## config.mk

```make
export PLATFORM = sky130hd
export DESIGN_NAME = multi_axis_cmd_fsm
export DESIGN_NICKNAME = d
export VERILOG_FILES = /design/src/rtl/multi_axis_cmd_fsm.sv
export SDC_FILE = /design/constraint.sdc
export NUM_CORES = 1
export LEC_CHECK = 0
export CAP_MARGIN = 20
export CORE_AREA = 4 4 307 309
export DETAILED_ROUTE_END_ITERATION = 10
export DIE_AREA = 0 0 311 313
export GPL_ROUTABILITY_DRIVEN = 1
export GPL_TIMING_DRIVEN = 0
export SLEW_MARGIN = 20
export SYNTH_ARGS = -nofsm -noshare
export SYNTH_HDL_FRONTEND = slang
export SYNTH_SLANG_ARGS = --single-unit
```

## constraint.sdc

```tcl
create_clock -name CLK -period 2.5 [get_ports CLK]
set_input_delay 0.5 -clock CLK [delete_from_list [all_inputs] [get_ports CLK]]
set_output_delay 0.5 -clock CLK [all_outputs]
set_load 0.03 [all_outputs]
```

## src/rtl/multi_axis_cmd_fsm.sv

```systemverilog
`default_nettype none
// ============================================================================
// Module      : multi_axis_cmd_fsm
// Description : SPI command decoder for NUM_AXES coordinated stepper axes.
//               Decodes 64-bit command words, stages multi-word coordinated
//               moves and commits each move atomically into a DEPTH-slot
//               move ring using stepready/stepfinished toggle handshakes.
// Ports       : CLK, resetn         - clock, asynchronous active-low reset
//               word_received       - word strobe level (may be asynchronous)
//               word_data           - received SPI word
//               encoder_count       - per-axis 64-bit encoder positions
//               stepfinished        - per-slot completion toggles from DDAs
//               word_send_data      - reply word for the next SPI transfer
//               move_wr/_addr       - single-cycle commit strobe and slot
//               move_duration/_increment/_incinc/_dir - staged move fields
//               stepready           - per-slot ready toggles
//               enable              - per-axis driver enables
//               clock_divisor       - DDA tick divisor
// Revision    : 1.0 - initial release
// ============================================================================
module multi_axis_cmd_fsm #(
    parameter int          NUM_AXES    = 3,
    parameter int          BUFFER_BITS = 2,
    parameter logic [23:0] VERSION     = 24'h000100,
    parameter logic [7:0]  DIV_RESET   = 8'd40,
    localparam int         DEPTH       = 2**BUFFER_BITS
) (
    input  logic                     CLK,
    input  logic                     resetn,
    input  logic                     word_received,
    input  logic [63:0]              word_data,
    input  logic [64*NUM_AXES-1:0]   encoder_count,
    input  logic [DEPTH-1:0]         stepfinished,
    output logic [63:0]              word_send_data,
    output logic                     move_wr,
    output logic [BUFFER_BITS-1:0]   move_wr_addr,
    output logic [63:0]              move_duration,
    output logic [64*NUM_AXES-1:0]   move_increment,
    output logic [64*NUM_AXES-1:0]   move_incinc,
    output logic [NUM_AXES-1:0]      move_dir,
    output logic [DEPTH-1:0]         stepready,
    output logic [NUM_AXES-1:0]      enable,
    output logic [7:0]               clock_divisor
);

    localparam int         IDX_W       = 5;
    localparam logic [7:0] HDR_STEP    = 8'h01;
    localparam logic [7:0] HDR_ENABLE  = 8'h0A;
    localparam logic [7:0] HDR_DIVISOR = 8'h0B;
    localparam logic [7:0] HDR_STATUS  = 8'h0C;
    localparam logic [7:0] HDR_VERSION = 8'hFE;

    typedef enum logic [1:0] {
        S_IDLE         = 2'd0,
        S_MOVE         = 2'd1,
        S_STATUS_TAIL  = 2'd2,
        S_VERSION_TAIL = 2'd3
    } state_t;

    state_t                   r_state;
    state_t                   w_state_nxt;

    logic [1:0]               r_sync;
    logic                     r_sync_d;
    logic                     w_wr_p;
    logic [7:0]               w_hdr;
    logic                     w_last;

    logic [IDX_W-1:0]         r_idx;
    logic                     r_commit;
    logic [DEPTH-1:0]         r_sf;
    logic [DEPTH-1:0]         r_stepready;
    logic [BUFFER_BITS-1:0]   r_wr_ptr;
    logic                     r_ovf;
    logic [7:0]               r_ovf_cnt;
    logic [7:0]               r_unknown_cnt;
    logic [64*NUM_AXES-1:0]   r_enc_snap;

    logic [63:0]              r_send;
    logic                     r_move_wr;
    logic [BUFFER_BITS-1:0]   r_move_wr_addr;
    logic [63:0]              r_move_duration;
    logic [64*NUM_AXES-1:0]   r_move_increment;
    logic [64*NUM_AXES-1:0]   r_move_incinc;
    logic [NUM_AXES-1:0]      r_move_dir;
    logic [NUM_AXES-1:0]      r_enable;
    logic [7:0]               r_clock_divisor;

    logic [DEPTH-1:0]         w_busy;
    logic                     w_slot_busy;
    logic [63:0]              w_status;

    // Word strobe: two-flop synchroniser followed by rising-edge detect.
    always_ff @(posedge CLK or negedge resetn) begin
        if (!resetn) begin
            r_sync   <= 2'b00;
            r_sync_d <= 1'b0;
        end else begin
            r_sync   <= {r_sync[0], word_received};
            r_sync_d <= r_sync[1];
        end
    end

    assign w_wr_p = r_sync[1] & ~r_sync_d;
    assign w_hdr  = word_data[63:56];
    assign w_last = (r_idx == IDX_W'(2*NUM_AXES));

    // A slot is busy while its ready toggle differs from its finished toggle.
    assign w_busy      = r_stepready ^ r_sf;
    assign w_slot_busy = w_busy[r_wr_ptr];

    always_comb begin
        w_status                 = '0;
        w_status[63:56]          = r_ovf_cnt;
        w_status[DEPTH-1+8:8]    = w_busy;
        w_status[0]              = r_ovf;
    end

    // FSM state register
    always_ff @(posedge CLK or negedge resetn) begin
        if (!resetn) r_state <= S_IDLE;
        else         r_state <= w_state_nxt;
    end

    // FSM next-state logic
    always_comb begin
        w_state_nxt = r_state;
        if (w_wr_p) begin
            case (r_state)
                S_IDLE: begin
                    case (w_hdr)
                        HDR_STEP:    w_state_nxt = S_MOVE;
                        HDR_STATUS:  w_state_nxt = S_STATUS_TAIL;
                        HDR_VERSION: w_state_nxt = S_VERSION_TAIL;
                        default:     w_state_nxt = S_IDLE;
                    endcase
                end
                S_MOVE:  if (w_last) w_state_nxt = S_IDLE;
                default: w_state_nxt = S_IDLE;
            endcase
        end
    end

    // Datapath: command decode, move staging and ring commit
    always_ff @(posedge CLK or negedge resetn) begin
        if (!resetn) begin
            r_idx            <= '0;
            r_commit         <= 1'b0;
            r_sf             <= '0;
            r_stepready      <= '0;
            r_wr_ptr         <= '0;
            r_ovf            <= 1'b0;
            r_ovf_cnt        <= 8'd0;
            r_unknown_cnt    <= 8'd0;
            r_enc_snap       <= '0;
            r_send           <= '0;
            r_move_wr        <= 1'b0;
            r_move_wr_addr   <= '0;
            r_move_duration  <= '0;
            r_move_increment <= '0;
            r_move_incinc    <= '0;
            r_move_dir       <= '0;
            r_enable         <= '0;
            r_clock_divisor  <= DIV_RESET;
        end else begin
            r_move_wr <= 1'b0;
            r_commit  <= 1'b0;
            r_sf      <= stepfinished;

            if (w_wr_p) begin
                r_send <= '0;
                case (r_state)
                    S_IDLE: begin
                        case (w_hdr)
                            HDR_STEP: begin
                                r_move_dir <= word_data[NUM_AXES-1:0];
                                r_enc_snap <= encoder_count;
                                r_idx      <= '0;
                            end
                            HDR_ENABLE:  r_enable        <= word_data[NUM_AXES-1:0];
                            HDR_DIVISOR: r_clock_divisor <= word_data[7:0];
                            HDR_STATUS: begin
                                r_send <= w_status;
                                r_ovf  <= 1'b0;
                            end
                            HDR_VERSION: r_send <= {40'd0, VERSION};
                            default: begin
                                if (r_unknown_cnt != 8'hFF)
                                    r_unknown_cnt <= r_unknown_cnt + 8'd1;
                            end
                        endcase
                    end
                    S_MOVE: begin
                        if (r_idx == '0)
                            r_move_duration <= word_data;
                        for (int k = 0; k < NUM_AXES; k++) begin
                            if (r_idx == IDX_W'(2*k+1)) begin
                                r_move_increment[k*64 +: 64] <= word_data;
                                r_send <= r_enc_snap[k*64 +: 64];
                            end
                            if (r_idx == IDX_W'(2*k+2))
                                r_move_incinc[k*64 +: 64] <= word_data;
                        end
                        r_idx <= r_idx + 1'b1;
                        if (w_last)
                            r_commit <= 1'b1;
                    end
                    default: ;
                endcase
            end

            // Commit one cycle after the final data word; placed last so an
            // overflow set here takes precedence over any sticky clear above.
            if (r_commit) begin
                if (!w_slot_busy) begin
                    r_move_wr             <= 1'b1;
                    r_move_wr_addr        <= r_wr_ptr;
                    r_stepready[r_wr_ptr] <= ~r_stepready[r_wr_ptr];
                    r_wr_ptr              <= r_wr_ptr + 1'b1;
                end else begin
                    r_ovf <= 1'b1;
                    if (r_ovf_cnt != 8'hFF)
                        r_ovf_cnt <= r_ovf_cnt + 8'd1;
                end
            end
        end
    end

    assign word_send_data = r_send;
    assign move_wr        = r_move_wr;
    assign move_wr_addr   = r_move_wr_addr;
    assign move_duration  = r_move_duration;
    assign move_increment = r_move_increment;
    assign move_incinc    = r_move_incinc;
    assign move_dir       = r_move_dir;
    assign stepready      = r_stepready;
    assign enable         = r_enable;
    assign clock_divisor  = r_clock_divisor;

endmodule
`default_nettype wire
```

# Word-level counts from Yosys, hierarchy flattened
# Cells that the tools add are included.
# totals
input_bits	263
out_inout_bits	533
regBits	751
word_cells	94
# classes
addsub	3
bitwise	5
reduce_logical	18
eq_ne	15
order_cmp	2
mux	27
# ops
op	count
$pmux W64 S2	2
$mux W64	3
$reduce_and A3 Y1	12
$eq A8 B4 Y1 const B	3
$eq A5 B3 Y1 const B	3
$mux W1	13
$eq A5 B2 Y1 const B	2
$pmux W5 S2	1
$add A8 B1 Y8 const B	1
$eq A8 B1 Y1 const B	1
$eq A8 B8 Y1 const B	1
$ne A8 B8 Y1 const B	1
$pmux W2 S3	1
$add A5 B1 Y5 const B	1
$eq A5 B1 Y1 const B	1
$logic_not A5 Y1	1
$mux W5	1
$bmux W1 S2	2
$bwmux W4	1
$pmux W2 S2	1
$reduce_and A2 Y1	2
$xor A4 B4 Y4	1
$lt A2 B3 Y1 const B	1
$not A1 Y1	3
other kinds (11)	11

# Logic depth before layout (Yosys ltp)
# Gate-level depths: netlist (run 1).
# logic_depth
depth_word	6
depth_mapped	8
mapped_depth_nobuf	6

# Least setup slack after synthesis (run 1)
# OpenSTA, ideal clock, no wires.
# synth_timing
kind	in2reg
from	input word_data[61]
to	register r_enc_snap[0]
path_stages	7
setup_time_ns	0.127
path_buffers	4
slack_ns	0.385
t_arrival_ns	1.987
path_cell_list	buf_2 -> nor4_4 -> and4_1 -> buf_2 -> buf_4 -> buf_6 -> mux2_1
# synth_via
elab_chain_cells	2
# synth_lines
item	line_no	source
start: declaration	31	input logic [63:0] word_data,
$eq A8 B1 Y1	174	case (w_hdr)
$reduce_and A3 Y1 (no source line)	-	
end signal: assignment	177	r_enc_snap <= encoder_count;
end: declaration	77	logic [64*NUM_AXES-1:0] r_enc_snap;
# Every way passes these cells.
# A chain may end at the register's enable or synchronous reset.

# Final worst setup path (run 1)
# layout_timing
from	register r_idx[1]
to	register r_send[25], in the netlist word_send_data[25]
# layout_via
elab_chain_cells	5
# layout_lines
item	line_no	source
start: declaration	69	logic [IDX_W-1:0] r_idx;
start signal: assignment	204	r_idx <= r_idx + 1'b1;
$eq A5 B1 Y1	197	if (r_idx == IDX_W'(2*k+1)) begin
$mux W64 (2 in a row)	197	
$mux W64 (*)	197	
$pmux W64 S2 (*)	172	case (r_state)
end signal: assignment	183	r_send <= w_status;
end signal: assignment	186	HDR_VERSION: r_send <= {40'd0, VERSION};
end signal: assignment	199	r_send <= r_enc_snap[k*64 +: 64];
end: declaration	79	logic [63:0] r_send;
# Every way passes the cells marked *; elsewhere a longest branch is shown, timed or not.

==> impl_metrics.toml, run 1 <==
[outcome]
status = "completed"

[global_routing]
grt_pass1_wl_um = 153100
antenna_found_initial = 15
use_met3 = 0.07557
grt_overflow = 0
first_global_vias = 21810
grt-busiest-layer = "met2"
track_usage = 0.2103
grt_max_degree = 105
grtUsageMet1 = 0.2400
met2_usage = 0.3688

[critical_path]
startpoint_type = "flop"
path_class = "reg -> reg"
cp_slowest_stage_delay_ns = 0.75
required_ns = 3.00
path_max_fanout = 10
crit_arrival_ns = 2.95
r2r_start = "r_idx[1]"
crit_chain = "inv_1 > ha_1 > or4b_1 > buf_6 > nor2_8 > buf_4 > a222oi_1 > o21ai_1"
crit_start = "r_idx[1]"
cp_slowest_cell = "a222oi_1"
cp-end-kind = "flop"

[job]
cap_violations = 0

[clock_network]
root_buffer = "clkbuf_16"
cts_made_buffers = 85
h-tree-depth = 3
clk_latency_ns = 0.66
cts_buffer_depth = 3
clock_sinks = 751
cts.clk_slew.worst_paths_ns = 0.07
cts_tree = "yes"

[routing]
drt_iter0_markers = 1219
wl_per_cell_um = 25.87
drtAntennaViolNets = 0
dr.pass1.iters = 7
routed_via_density = 4.965
remaining_drc_errors = 0
drt-total-wl_um = 104600
routed-via-count = 20080

[floorplan]
die_w_um = 311
start_util = 0.3220
ios = 796
core_area_mm2 = 0.09139
placementRows = 111
fp.dieH_um = 313
dieArea_mm2 = 0.09734

[timing]
setup_viol = 0
relSlewSlack = 0.4533
rsz0062_at_grt = "yes"
fin_skew_ns = 0.02075
finalHoldViolations = 0
worst_pin_slew_ns = 0.8201
min_period_ns = 2.442
period_share = 0.9767
final_max_slew_viol_count = 0
fmax_ghz = 0.4096

[synth]
syn-num-nets = 2176
syn_area_mm2 = 0.02943
synth_commonest_cells = "dfrtp_1, mux2_2, mux2_1"
ys_seq_elements = 751
ys_seq_area_frac = 0.6387
async_flop_share = 1.000
synthTopCellsByArea = "dfrtp_1, mux2_2, mux2_1"
synth-compound-area-share = 0.04566
synth-main-ff-cell = "dfrtp_1"
syn_inst = 1904
yosys.area.top_type = "dfrtp_1"
syn_avg_cell_area_um2 = 15.46
synth_most_common_cell = "dfrtp_1"
synth_top_family_by_area = "multiplexers"
yosysWarnings = 0
synth_top_area_frac = 0.6369
synth-edff-count = 0
synthXorXnorAreaFrac = 0.003274
synth_adder_area_share = 0.003826
synth_mux_area_frac = 0.2548
synth_simple_gate_area_frac = 0.02687
ys_types = 51

[min_path]
min_path_type = "in -> reg"
hp-start = "word_data[59]"

[power]
power.density_mw_per_mm2 = 1210
power.total_mw = 50.98
p_leak_nw = 18.74
irDropWorstVdd_mv = 0.5313

[finish]
fillCellCount = 8031
drive_gt1_frac = 0.2751
design_area_mm2 = 0.04213
area_growth_pct = 43.16
fin_nets = 3061

[place]
hpwl_um = 78170
gp_congestion = 0.8959
io_buffers = 786
place_area_mm2 = 0.03901
==> registers in the layout, summed over array words and instances, names as in the netlist, 2 cells and up <==
register / cells
clock_divisor: 8
enable: 3
move_dir: 3
move_duration: 64
move_incinc: 192
move_increment: 192
move_wr_addr: 2
r_enc_snap: 192
r_idx: 5
r_ovf_cnt: 8
r_sf: 4
r_state: 2
r_sync: 2
r_wr_ptr: 2
stepready: 4
word_send_data: 64
==> worst paths after layout <==
kind,cells past startpoint,slack (ns),endpoint
hold reg to reg,0,0.37,r_sync[1]
setup reg to reg,8,0.06,word_send_data[25]
hold / removal,2,0.24,move_incinc[59]
setup / recovery,8,0.06,word_send_data[25]
max in group asynchronous,5,0.31,move_increment[174]
min in group asynchronous,2,0.37,r_enc_snap[154]
==> placed cells by master (no fill, tap or decap), types with 31 or more instances in the layout <==
master           count
dfrtp_1            749
a222oi_1            55
clkdlybuf4s50_1    785
clkbuf_16           88
buf_2               40
nand2_1             77
mux2_2             472
clkbuf_1            31
mux2_1             131
mux2_4              44
o21ai_0             80
==> kinds of logic (layout without fill, tap and decap cells) <==
kind of cell / Yosys count / count (layout)
adder cells (fa/ha/maj): 9 / 9
AND/OR/NAND/NOR: 143 / 143
XOR/XNOR: 11 / 11
multiplexers: 649 / 649
flip-flops: 751 / 751
other: 0 / 4
buffers and inverters: 139 / 1089
AO/OA/AOI/OAI: 202 / 202
==> routing by layer <==
metal | vias to the layer above | wire length, µm | share of wire
met2 | 778 | 52520 | 0.50
met1 | 10450 | 39970 | 0.38
li1 | 8685 | - | -
met4 | 10 | 2910 | 0.028
met3 | 154 | 9142 | 0.087
met5 | - | 76 | 0.00073
==> worst max-delay path: cells and delay by family (launching register included) <==
family / cells / cell delay, ns
fa+ha+maj: 1 / 0.21
simple gates: 2 / 0.28
compound gates: 2 / 0.86
flops: 1 / 0.44
buf+inv: 3 / 0.49
==> per-stage QoR <==
| stage | cells | setup slack, ns | hold WS [ns] | util | setup TNS, ns |
|---|---|---|---|---|---|
| 2_1_floorplan | 1904 | 0.3854 | 0.2044 | - | 0 |
| 3_3_place_gp | 3876 | -31.87 | 0.3388 | 0.4244 | - |
| 3_5_place_dp | 3884 | -0.8086 | 0.3441 | 0.4268 | -217.51 |
| 4_1_cts | 4037 | 0.0007712 | 0.1791 | 0.4599 | 0 |
| 5_1_grt | 4041 | -0.05683 | 0.2128 | 0.4610 | -0.2320 |
| 6_report | 4044 | 0.05830 | 0.2373 | 0.4610 | 0 |
==> cell type report <==
class | count | area (µm²) | share of cell area
Buffer | 120 | 785.8 | 0.01865
Multi-Input combinational cell | 1014 | 9883 | 0.2346
Inverter | 18 | 67.56 | 0.001604
Antenna cell | 4 | 10.01 | 0.0002376
Clock buffer | 118 | 2442 | 0.05797
Tap cell | 1186 | 1484 | 0.03522
Clock inverter | 34 | 483.0 | 0.01146
Timing Repair Buffer | 799 | 8180 | 0.1942
Sequential cell | 751 | 18800 | 0.4461
==> timing repair <==
item / 4_1_cts / 5_1_grt
resized for setup: 29 / 17
cloned: 0 / 2
setup endpoints to repair: 403 / 437
hold endpoints to repair: 52 / 0
hold buffers: 1 / 0
pin swaps: 3 / 1
buffers inserted: 1 / 1
==> power by group <==
group	switching, mW	internal [mW]
Clock	5.21	7.80
Combinational	11.7	8.76
Sequential	1.94	15.6
(Power assumes the default switching activity.)
==> run 2, diff against run 1 <==
--- a/config.mk
+++ b/config.mk
@@ -11,7 +11,6 @@
 export DIE_AREA = 0 0 311 313
 export GPL_ROUTABILITY_DRIVEN = 1
 export GPL_TIMING_DRIVEN = 0
-export SLEW_MARGIN = 20
 export SYNTH_ARGS = -nofsm -noshare
 export SYNTH_HDL_FRONTEND = slang
 export SYNTH_SLANG_ARGS = --single-unit
==> run 2 against run 1 <==
Against the previous run:
- via count fell by 0.42%
- power fell by 0.86%
- critical path type is now reg -> out
- critical path depth is 7 lower
- setup slack better by 0.020 ns
- the flow now finishes with violations (negative hold slack)
- register-to-register slack better by 0.02 ns
- wire length fell by 0.42%
- highest routed layer unchanged
- die area unchanged
- sequential share of layout area grew 0.23 points
- count of clock-buffer cells in the layout up 8
- sequential cell count stayed put
- sequential power hardly changed
- hold slack got worse by 0.40 ns
==> impl_metrics.toml, run 2 (synthesis gave the netlist of run 1 again) <==
[global_routing]
grt_pass1_wl_um = 152100
grt_overflow = 0
grt_max_degree = 124
first_global_vias = 21680
track_usage = 0.2089
antenna_found_initial = 15

[critical_path]
cp-end-kind = "primary output"
crit_start = "clock_divisor[5]"
required_ns = 2.00
cpLargestDelayFamily = "buffers and inverters"
critical_path_depth = 1
timing.rr.end = "r_enc_snap[103]"
path_max_fanout = 2
cp_slowest_stage_delay_ns = 0.73
critical_path.endpoint = "clock_divisor[5]"
cp_slowest_cell = "clkdlybuf4s50_1"
reg2reg_slack_ns = 0.08
crit_chain = "clkdlybuf4s50_1"
path_buf_inv = 1
path_class = "reg -> out"
crit_arrival_ns = 1.92
r2r_start = "r_state[1]"
r2r_cells = 6
startpoint_type = "flop"

[finish]
layout_commonest_cell = "clkdlybuf4s50_1"
area_growth_pct = 42.43
drive_gt1_frac = 0.2737
final_cell_count_no_fill = 4043
regArea_mm2 = 0.01880
fin_nets = 3057
design_area_mm2 = 0.04192
fillCellCount = 8077
final_cell_mix = "clkdlybuf4s50_1, dfrtp_1, mux2_2"
multi_input_area_mm2 = 0.009889

[outcome]
status = "complete, but fails checks"
violations = "negative hold slack"

[power]
irDropWorstVdd_mv = 0.6066
intPower_mw = 31.69
p_comb_frac = 0.405
power.share.clock = 0.249
seqPwrFrac = 0.346
switchingPower_mw = 18.86
p_leak_nw = 18.63
swShare = 0.3731
power.density_mw_per_mm2 = 1206

[clock_network]
h-tree-depth = 3
cts_made_buffers = 87
root_buffer = "clkbuf_16"
clk_latency_ns = 0.65
clock_sinks = 751
cts.clk_slew.worst_paths_ns = 0.06
cts_tree = "yes"
cts_buffer_depth = 3

[place]
hpwl_um = 78050
dp.cells = 3882
io_buffers = 786
gp_congestion = 0.8959
place_area_mm2 = 0.03895

[timing]
fmax_ghz = 0.4129
relSlewSlack = 0.4517
worst_pin_slew_ns = 0.8225
holdWs_ns = -0.1658
setup_viol = 0
period_share = 0.9687
fin_skew_ns = 0.01771
finalHoldViolations = 80
min_period_ns = 2.422
final_max_slew_viol_count = 0

[routing]
dr.pass1.iters = 5
drt_iter0_markers = 1384
drtAntennaViolNets = 0
routed-via-count = 20000
drt-total-wl_um = 104200
wl_per_cell_um = 25.77
remaining_drc_errors = 0
routed_via_density = 4.946

[floorplan]
fp.dieH_um = 313
dieArea_mm2 = 0.09734
core_area_mm2 = 0.09139
die_w_um = 311
ios = 796
start_util = 0.3220
placementRows = 111

[min_path]
min_path_type = "in -> async"

[job]
cap_violations = 0
run 2: area by class of cell:
| type | count | area share |
|---|---|---|
| repair buffers | 793 | 0.1919 |
| plain buffers | 120 | 0.01880 |
| clock buffers | 126 | 0.06050 |
| inverters | 18 | 0.001612 |
| well taps | 1186 | 0.03540 |
| diodes | 4 | 0.0002388 |
| multi-input cells | 1014 | 0.2359 |
| clock inverters | 31 | 0.007194 |
| flip-flops and latches | 751 | 0.4484 |
run 2: metal layers:
metal | vias to the layer above | global-route usage | wire, µm
met5 | - | 0 | 72
met4 | 10 | 0.05519 | 2481
met3 | 154 | 0.07385 | 8669
met2 | 737 | 0.3703 | 52690
met1 | 10440 | 0.2403 | 40260
li1 | 8659 | - | -
run 2: power by group through the flow:
stage          clock [mW]  combinational [mW]  sequential (mW)
2_1_floorplan           0                4.05             23.9
4_1_cts              12.9                20.7             17.5
3_5_place_dp            0                20.6             17.7
6_report             12.6                20.5             17.5
3_3_place_gp            0                20.3             17.6
5_1_grt              13.3                21.3             17.8
run 2: through the flow:
step           setup TNS, ns  power [mW]  hold slack [ns]  setup slack [ns]    util
2_1_floorplan              0       27.98           0.2044            0.3854       -
3_3_place_gp               -       37.94           0.3388            -31.87  0.4244
3_5_place_dp         -234.00       38.24           0.3404           -0.8186  0.4262
4_1_cts               -1.260       51.01          -0.1765          -0.08128  0.4579
5_1_grt           -0.0002405       52.44          -0.1391        -0.0002405  0.4586
6_report                   0       50.55          -0.1658           0.07816  0.4587
run 2: worst min-delay path by stage:
| stage | to | slack (ns) | cells after the start |
|---|---|---|---|
| 2_1_floorplan | clock_divisor[0] | 0.20 | 0 |
| 3_3_place_gp | r_sync[1] | 0.34 | 0 |
| 3_5_place_dp | r_sync[1] | 0.34 | 0 |
| 4_1_cts | r_enc_snap[154] | -0.18 | 1 |
| 5_1_grt | r_enc_snap[154] | -0.14 | 1 |
| 6_report | r_enc_snap[154] | -0.17 | 1 |
run 2: repair_timing:
action	4_1_cts	5_1_grt
buffers inserted	0	1
resized for setup	25	24
pin swaps	1	1
endpoints found under the setup margin	431	200
endpoints found under the hold margin	80	80
gates cloned	0	0
